### config.mk
export PLATFORM = sky130hd
export DESIGN_NAME = apb_regfile_slave
export DESIGN_NICKNAME = d
export VERILOG_FILES = /design/src/rtl/apb_regfile_slave.sv
export SDC_FILE = /design/constraint.sdc
export NUM_CORES = 2
export LEC_CHECK = 0
export CAP_MARGIN = 20
export CORE_ASPECT_RATIO = 0.6
export CORE_MARGIN = 1
export CORE_UTILIZATION = 45
export DETAILED_ROUTE_END_ITERATION = 10
export GPL_ROUTABILITY_DRIVEN = 1
export SLEW_MARGIN = 20
export SYNTH_ARGS = -nofsm -noshare
export SYNTH_HDL_FRONTEND = slang
export SYNTH_SLANG_ARGS = --single-unit
### constraint.sdc
create_clock -name pclk -period 6.3 [get_ports pclk]
set_input_delay 1.26 -clock pclk [delete_from_list [all_inputs] [get_ports pclk]]
set_output_delay 1.26 -clock pclk [all_outputs]
set_load 0.005 [all_outputs]
### src/rtl/apb_regfile_slave.sv
// ---------------------------------------------------------------------------
// apb_regfile_slave
//   APB4 completer in front of a DEPTH x DATA_WIDTH register file. It supports
//   byte strobes and programmable wait states. It returns an error response for
//   misaligned, out-of-range and unprivileged accesses, and it keeps a
//   saturating count of errored transfers.
//
// Handshake:
//   A transfer starts with a setup cycle (psel=1, penable=0). The slave captures
//   the whole request on that edge and evaluates the error flag at that point.
//   During the access phase (psel=1, penable=1), pready rises after
//   WAIT_STATES extra cycles. pslverr is valid only while pready=1. The request
//   completes on the rising edge where pready=1. If psel drops before that edge,
//   the transfer is abandoned with no side effects.
//
// Ports:
//   pclk, preset        clock, synchronous active-high reset
//   psel, penable       APB select / access strobe
//   pwrite              1 = write, 0 = read
//   paddr [ADDR_WIDTH]  byte address
//   pprot [3]           protection, bit 0 = privileged
//   pwdata, pstrb       write data and byte strobes
//   prdata              read data (0 outside a successful read)
//   pready, pslverr     completion and error response
//   err_cnt [8]         saturating count of errored transfers
//   o_dbg_state         current FSM state (0 = IDLE, 1 = ACCESS)
// ---------------------------------------------------------------------------
module apb_regfile_slave #(
   parameter int DATA_WIDTH  = 32,
   parameter int ADDR_WIDTH  = 32,
   parameter int DEPTH       = 32,
   parameter int WAIT_STATES = 0,
   parameter int PROT_CHECK  = 1,
   parameter int PRIV_BASE   = 16
) (
   input  logic                    pclk,
   input  logic                    preset,
   input  logic                    psel,
   input  logic                    penable,
   input  logic                    pwrite,
   input  logic [ADDR_WIDTH-1:0]   paddr,
   input  logic [2:0]              pprot,
   input  logic [DATA_WIDTH-1:0]   pwdata,
   input  logic [DATA_WIDTH/8-1:0] pstrb,
   output logic [DATA_WIDTH-1:0]   prdata,
   output logic                    pready,
   output logic                    pslverr,
   output logic [7:0]              err_cnt,
   output logic [0:0]              o_dbg_state
);

   localparam int NBYTES = DATA_WIDTH / 8;
   localparam int ALIGN  = $clog2(NBYTES);
   localparam int IDX_W  = (DEPTH > 1) ? $clog2(DEPTH) : 1;
   localparam logic [ADDR_WIDTH-1:0] ALIGN_MASK = ADDR_WIDTH'((1 << ALIGN) - 1);

   localparam logic [0:0] S_IDLE   = 1'b0;
   localparam logic [0:0] S_ACCESS = 1'b1;

   // Request state captured in the setup cycle
   logic [0:0]            r_state;
   logic [3:0]            r_cnt;
   logic                  r_err;
   logic                  r_write;
   logic [IDX_W-1:0]      r_idx;
   logic [DATA_WIDTH-1:0] r_wdata;
   logic [NBYTES-1:0]     r_strb;
   logic [DATA_WIDTH-1:0] r_prdata;
   logic [7:0]            r_err_cnt;
   logic [DATA_WIDTH-1:0] r_mem [DEPTH];

   // Decode of the live bus address. It is used only in the setup cycle.
   logic [ADDR_WIDTH-1:0] w_idx_full;
   logic [IDX_W-1:0]      w_idx;
   logic                  w_misaligned;
   logic                  w_out_of_range;
   logic                  w_priv_violation;
   logic                  w_err;
   logic                  w_pready;
   logic                  w_setup;
   logic                  w_unused;

   assign w_idx_full       = paddr >> ALIGN;
   assign w_idx            = w_idx_full[IDX_W-1:0];
   assign w_misaligned     = |(paddr & ALIGN_MASK);
   assign w_out_of_range   = (w_idx_full >= ADDR_WIDTH'(DEPTH));
   assign w_priv_violation = (PROT_CHECK != 0) && !pprot[0] &&
                             (w_idx_full >= ADDR_WIDTH'(PRIV_BASE));
   assign w_err            = w_misaligned || w_out_of_range || w_priv_violation;
   assign w_setup          = psel && !penable;

   // Only the privileged bit of pprot has meaning here.
   assign w_unused = ^pprot[2:1];

   // The completion strobe is combinational from registered state and the live
   // strobes, so a zero-wait transfer finishes in its first access cycle.
   always_comb begin
      w_pready = (r_state == S_ACCESS) && (r_cnt == 4'd0) && psel && penable;
   end

   assign pready      = w_pready;
   assign pslverr     = w_pready && r_err;
   assign prdata      = r_prdata;
   assign err_cnt     = r_err_cnt;
   assign o_dbg_state = r_state;

   always_ff @(posedge pclk) begin
      if (preset) begin
         r_state   <= S_IDLE;
         r_cnt     <= 4'd0;
         r_err     <= 1'b0;
         r_write   <= 1'b0;
         r_idx     <= '0;
         r_wdata   <= '0;
         r_strb    <= '0;
         r_prdata  <= '0;
         r_err_cnt <= 8'd0;
         for (int i = 0; i < DEPTH; i++) begin
            r_mem[i] <= '0;
         end
      end else begin
         case (r_state)
            S_IDLE: begin
               if (w_setup) begin
                  r_state <= S_ACCESS;
                  r_cnt   <= 4'(WAIT_STATES);
                  r_err   <= w_err;
                  r_write <= pwrite;
                  r_idx   <= w_idx;
                  r_wdata <= pwdata;
                  r_strb  <= pstrb;
                  // Read data is fetched here so that it is stable for the
                  // whole access phase. An errored read returns zero.
                  if (!pwrite && !w_err) begin
                     r_prdata <= r_mem[w_idx];
                  end else begin
                     r_prdata <= '0;
                  end
               end
            end
            S_ACCESS: begin
               if (!psel) begin
                  // The master abandoned the transfer, so it leaves no side effects.
                  r_state  <= S_IDLE;
                  r_prdata <= '0;
               end else if (penable) begin
                  if (r_cnt != 4'd0) begin
                     r_cnt <= r_cnt - 4'd1;
                  end
                  if (w_pready) begin
                     r_state  <= S_IDLE;
                     r_prdata <= '0;
                     if (r_err) begin
                        if (r_err_cnt != 8'hFF) begin
                           r_err_cnt <= r_err_cnt + 8'd1;
                        end
                     end else if (r_write) begin
                        for (int b = 0; b < NBYTES; b++) begin
                           if (r_strb[b]) begin
                              r_mem[r_idx][b*8 +: 8] <= r_wdata[b*8 +: 8];
                           end
                        end
                     end
                  end
               end
            end
            default: begin
               r_state <= S_IDLE;
            end
         endcase
      end
   end

endmodule

==> results.txt <==
Outcome: finished clean
# rows: 95
Layout Utilization: 0.510
Final setup violation count: 0
Worst path required time: 5.04 ns
Period utilization: 0.719
Layout cells sized above 1: 0.193
RSZ-0062 raised after global routing: false
GP Congestion: 0.876
Vias in the first global route: 28500
Max-cap violations: 0
Hpwl dp: 99600 um
Hold/Removal Path Class: reg2reg
VDD IR max: 190 uV
Layout net count: 3663
Hold buffer count at cts: 0
Synth Warn #: 0
Syn nets: 3627
Max Freq: 221 MHz
Clock buffer depth: 3
Clock Pin Slew Worst Setup and Hold Paths: 0.06 ns
Clock root buffer: clkbuf_16
Mapped Cells: 3549
CP max-delay cell: clkdlybuf4s50_1
Area Overhead vs Synth: 12.3%
Arrival time worst endpoint: 3.27 ns
Setup TNS: 0 ns
DR iter-0 viols: 4116
Antenna violations before repair: 6
Die height: 262 um
Relative max-transition margin: 0.248
Mapped Area: 50800 sq um
Die area: 114000 sq um
Largest net degree at the start of global routing: 77
Critical Path Fanout Max: 10
Most frequent cells in the layout: edfxtp_1 (1024), and2_1 (837), mux4_2 (250)
Hold_ws: 0.454 ns
Sequential share of the synthesized area: 0.640
Tmin final: 4.53 ns
R2R cell count: 7
Worst R2R End: r_mem[10][18]
Leak Pwr: 0.0210 uW
Count of cell types in the netlist: 52
FF-to-FF Start: r_cnt[0]
Average cell area after synthesis: 14.3 sq um
PwrDens: 283 nW/um^2
Boundary pin count: 119
Avg WL per Cell: 28.9 um
Core area: 112000 sq um
H-tree depth: 3
Most common cell after layout, fill and taps aside: edfxtp_1
Hold Violations, Final: 0
Post-synth top flop: edfxtp_1
Critical Path End Type: output port
Slew @ Worst Pin: 1.13 ns
Number of synthesized flops with an enable pin: 1024
Worst setup path category: in2out
Remaining routing DRC violations: 0
Starting Density: 0.454
Final ANT Viol Nets: 0
Total power: 16100 uW
Ys async rst share: 0
Fin. max-slew vios: 0
GRT Resource Usage Total: 0.260
DRT Wirelength: 150000 um
Crit-path most repeated cell: clkdlybuf4s50_1
Sink Count: 1112
CTS buffer count: 105
CP startpoint kind: input port
Grt total ovfl: 0
Yosys reg bits: 1112
CP endpoint: pslverr
First-pass GRT wire length: 212000 um
IO Port Bufs: 116
Reg-to-reg setup timing slack: 2.65 ns
Post-CTS resize count: 0
Skew final: 0.0344 ns
Pre-antenna DRT Iters: 7
Die X: 436 um
TritonCTS clock tree: built
Cell breakdown of the critical path: clkdlybuf4s50_1 -> nand3_1 -> or3_1 -> inv_1 -> clkdlybuf4s50_1
Clock insertion delay at the later pin of the skew report: 0.73 ns
Post-CTS Setup Repair Bufs: 0
Worst setup path start: psel
Post-DR vias/cell: 5.89
Vias: 30500
Slowest stage delay, CP: 0.62 ns
metal layers:
metal | share of wire | GRT usage | routed length (um)
met3 | 0.13 | 0.0910 | 18800
met4 | 0.016 | 0.0468 | 2350
met1 | 0.47 | 0.423 | 70100
met2 | 0.39 | 0.328 | 58500
met5 | 0 | 0 | 0
where the power goes:
part	internal (uW)	switching [uW]	total, uW
Clock	3780	2900	6680
Sequential	8260	108	8370
Combinational	374	691	1070
worst min-delay path by stage:
stage	from	end	slack, ns	cells after the start
finish	r_wdata[17]	r_wdata[17]	0.45	2
CTS	r_wdata[21]	r_wdata[21]	0.46	2
global route	r_wdata[21]	r_wdata[21]	0.47	2
detailed placement	prdata[1]	prdata[1]	0.44	2
global placement	prdata[1]	prdata[1]	0.44	2
floorplan	prdata[10]	prdata[10]	0.43	2
synthesized netlist by cell type (18+ instances only):
library cell	count	area, sq um
a21o_1	24	180
a21oi_1	46	230
a32o_1	24	240
and2_1	838	5240
and3_1	208	1300
buf_2	40	200
buf_4	23	173
clkbuf_1	200	751
dfxtp_1	88	1760
edfxtp_1	1024	30700
mux2i_1	28	280
mux4_2	250	5630
nand2_1	242	908
nand3_1	34	170
nor2_1	86	323
nor2_2	32	200
nor2_4	28	315
nor2b_1	18	113
nor3_1	39	195
o22ai_1	41	257
or2_2	106	663
through the flow:
step	area, sq um	cells	setup slack (ns)
after floorplan	50800	3549	3.07
after global placement	53500	4981	1.58
after detailed placement	53500	4981	1.55
after CTS	57000	5175	1.74
after global routing	57000	5175	1.65
final	57000	5179	1.77
sequential cells by signal, summed over array words and instances (netlist names):
register and flops:
r_cnt 4, prdata 32, r_strb 4, r_wdata 32, err_cnt 8, r_mem 1024, o_dbg_state 1, r_err 1
r_idx 5, r_write 1
cells by family (layout without fill, tap and decap cells):
logic type      after synthesis  after routing  share of synthesized area
compound gates              179            179                     0.0238
xor+xnor                      9              9                    0.00155
fa+ha+maj                     2              2                   0.000493
buf+inv                     290            413                     0.0250
flops                      1112           1112                      0.640
mux                         278            278                      0.116
other cells                   0              4                          0
simple gates               1679           1679                      0.193
worst max-delay path, delay by kind of cell:
kind	cells	cell delay, ns
buf+inv	3	1.22
simple gates	2	0.79
cell type report:
class | count | area [sq um]
Fill cell | 9334 | 54800
Sequential cell | 1112 | 32500
Multi-Input combinational cell | 2147 | 17100
Clock buffer | 124 | 2800
Timing Repair Buffer | 210 | 1960
Tap cell | 1503 | 1880
Clock inverter | 70 | 731
Inverter | 9 | 35.0
Antenna cell | 4 | 10.0
No activity file was read; power rests on OpenSTA's default activity.
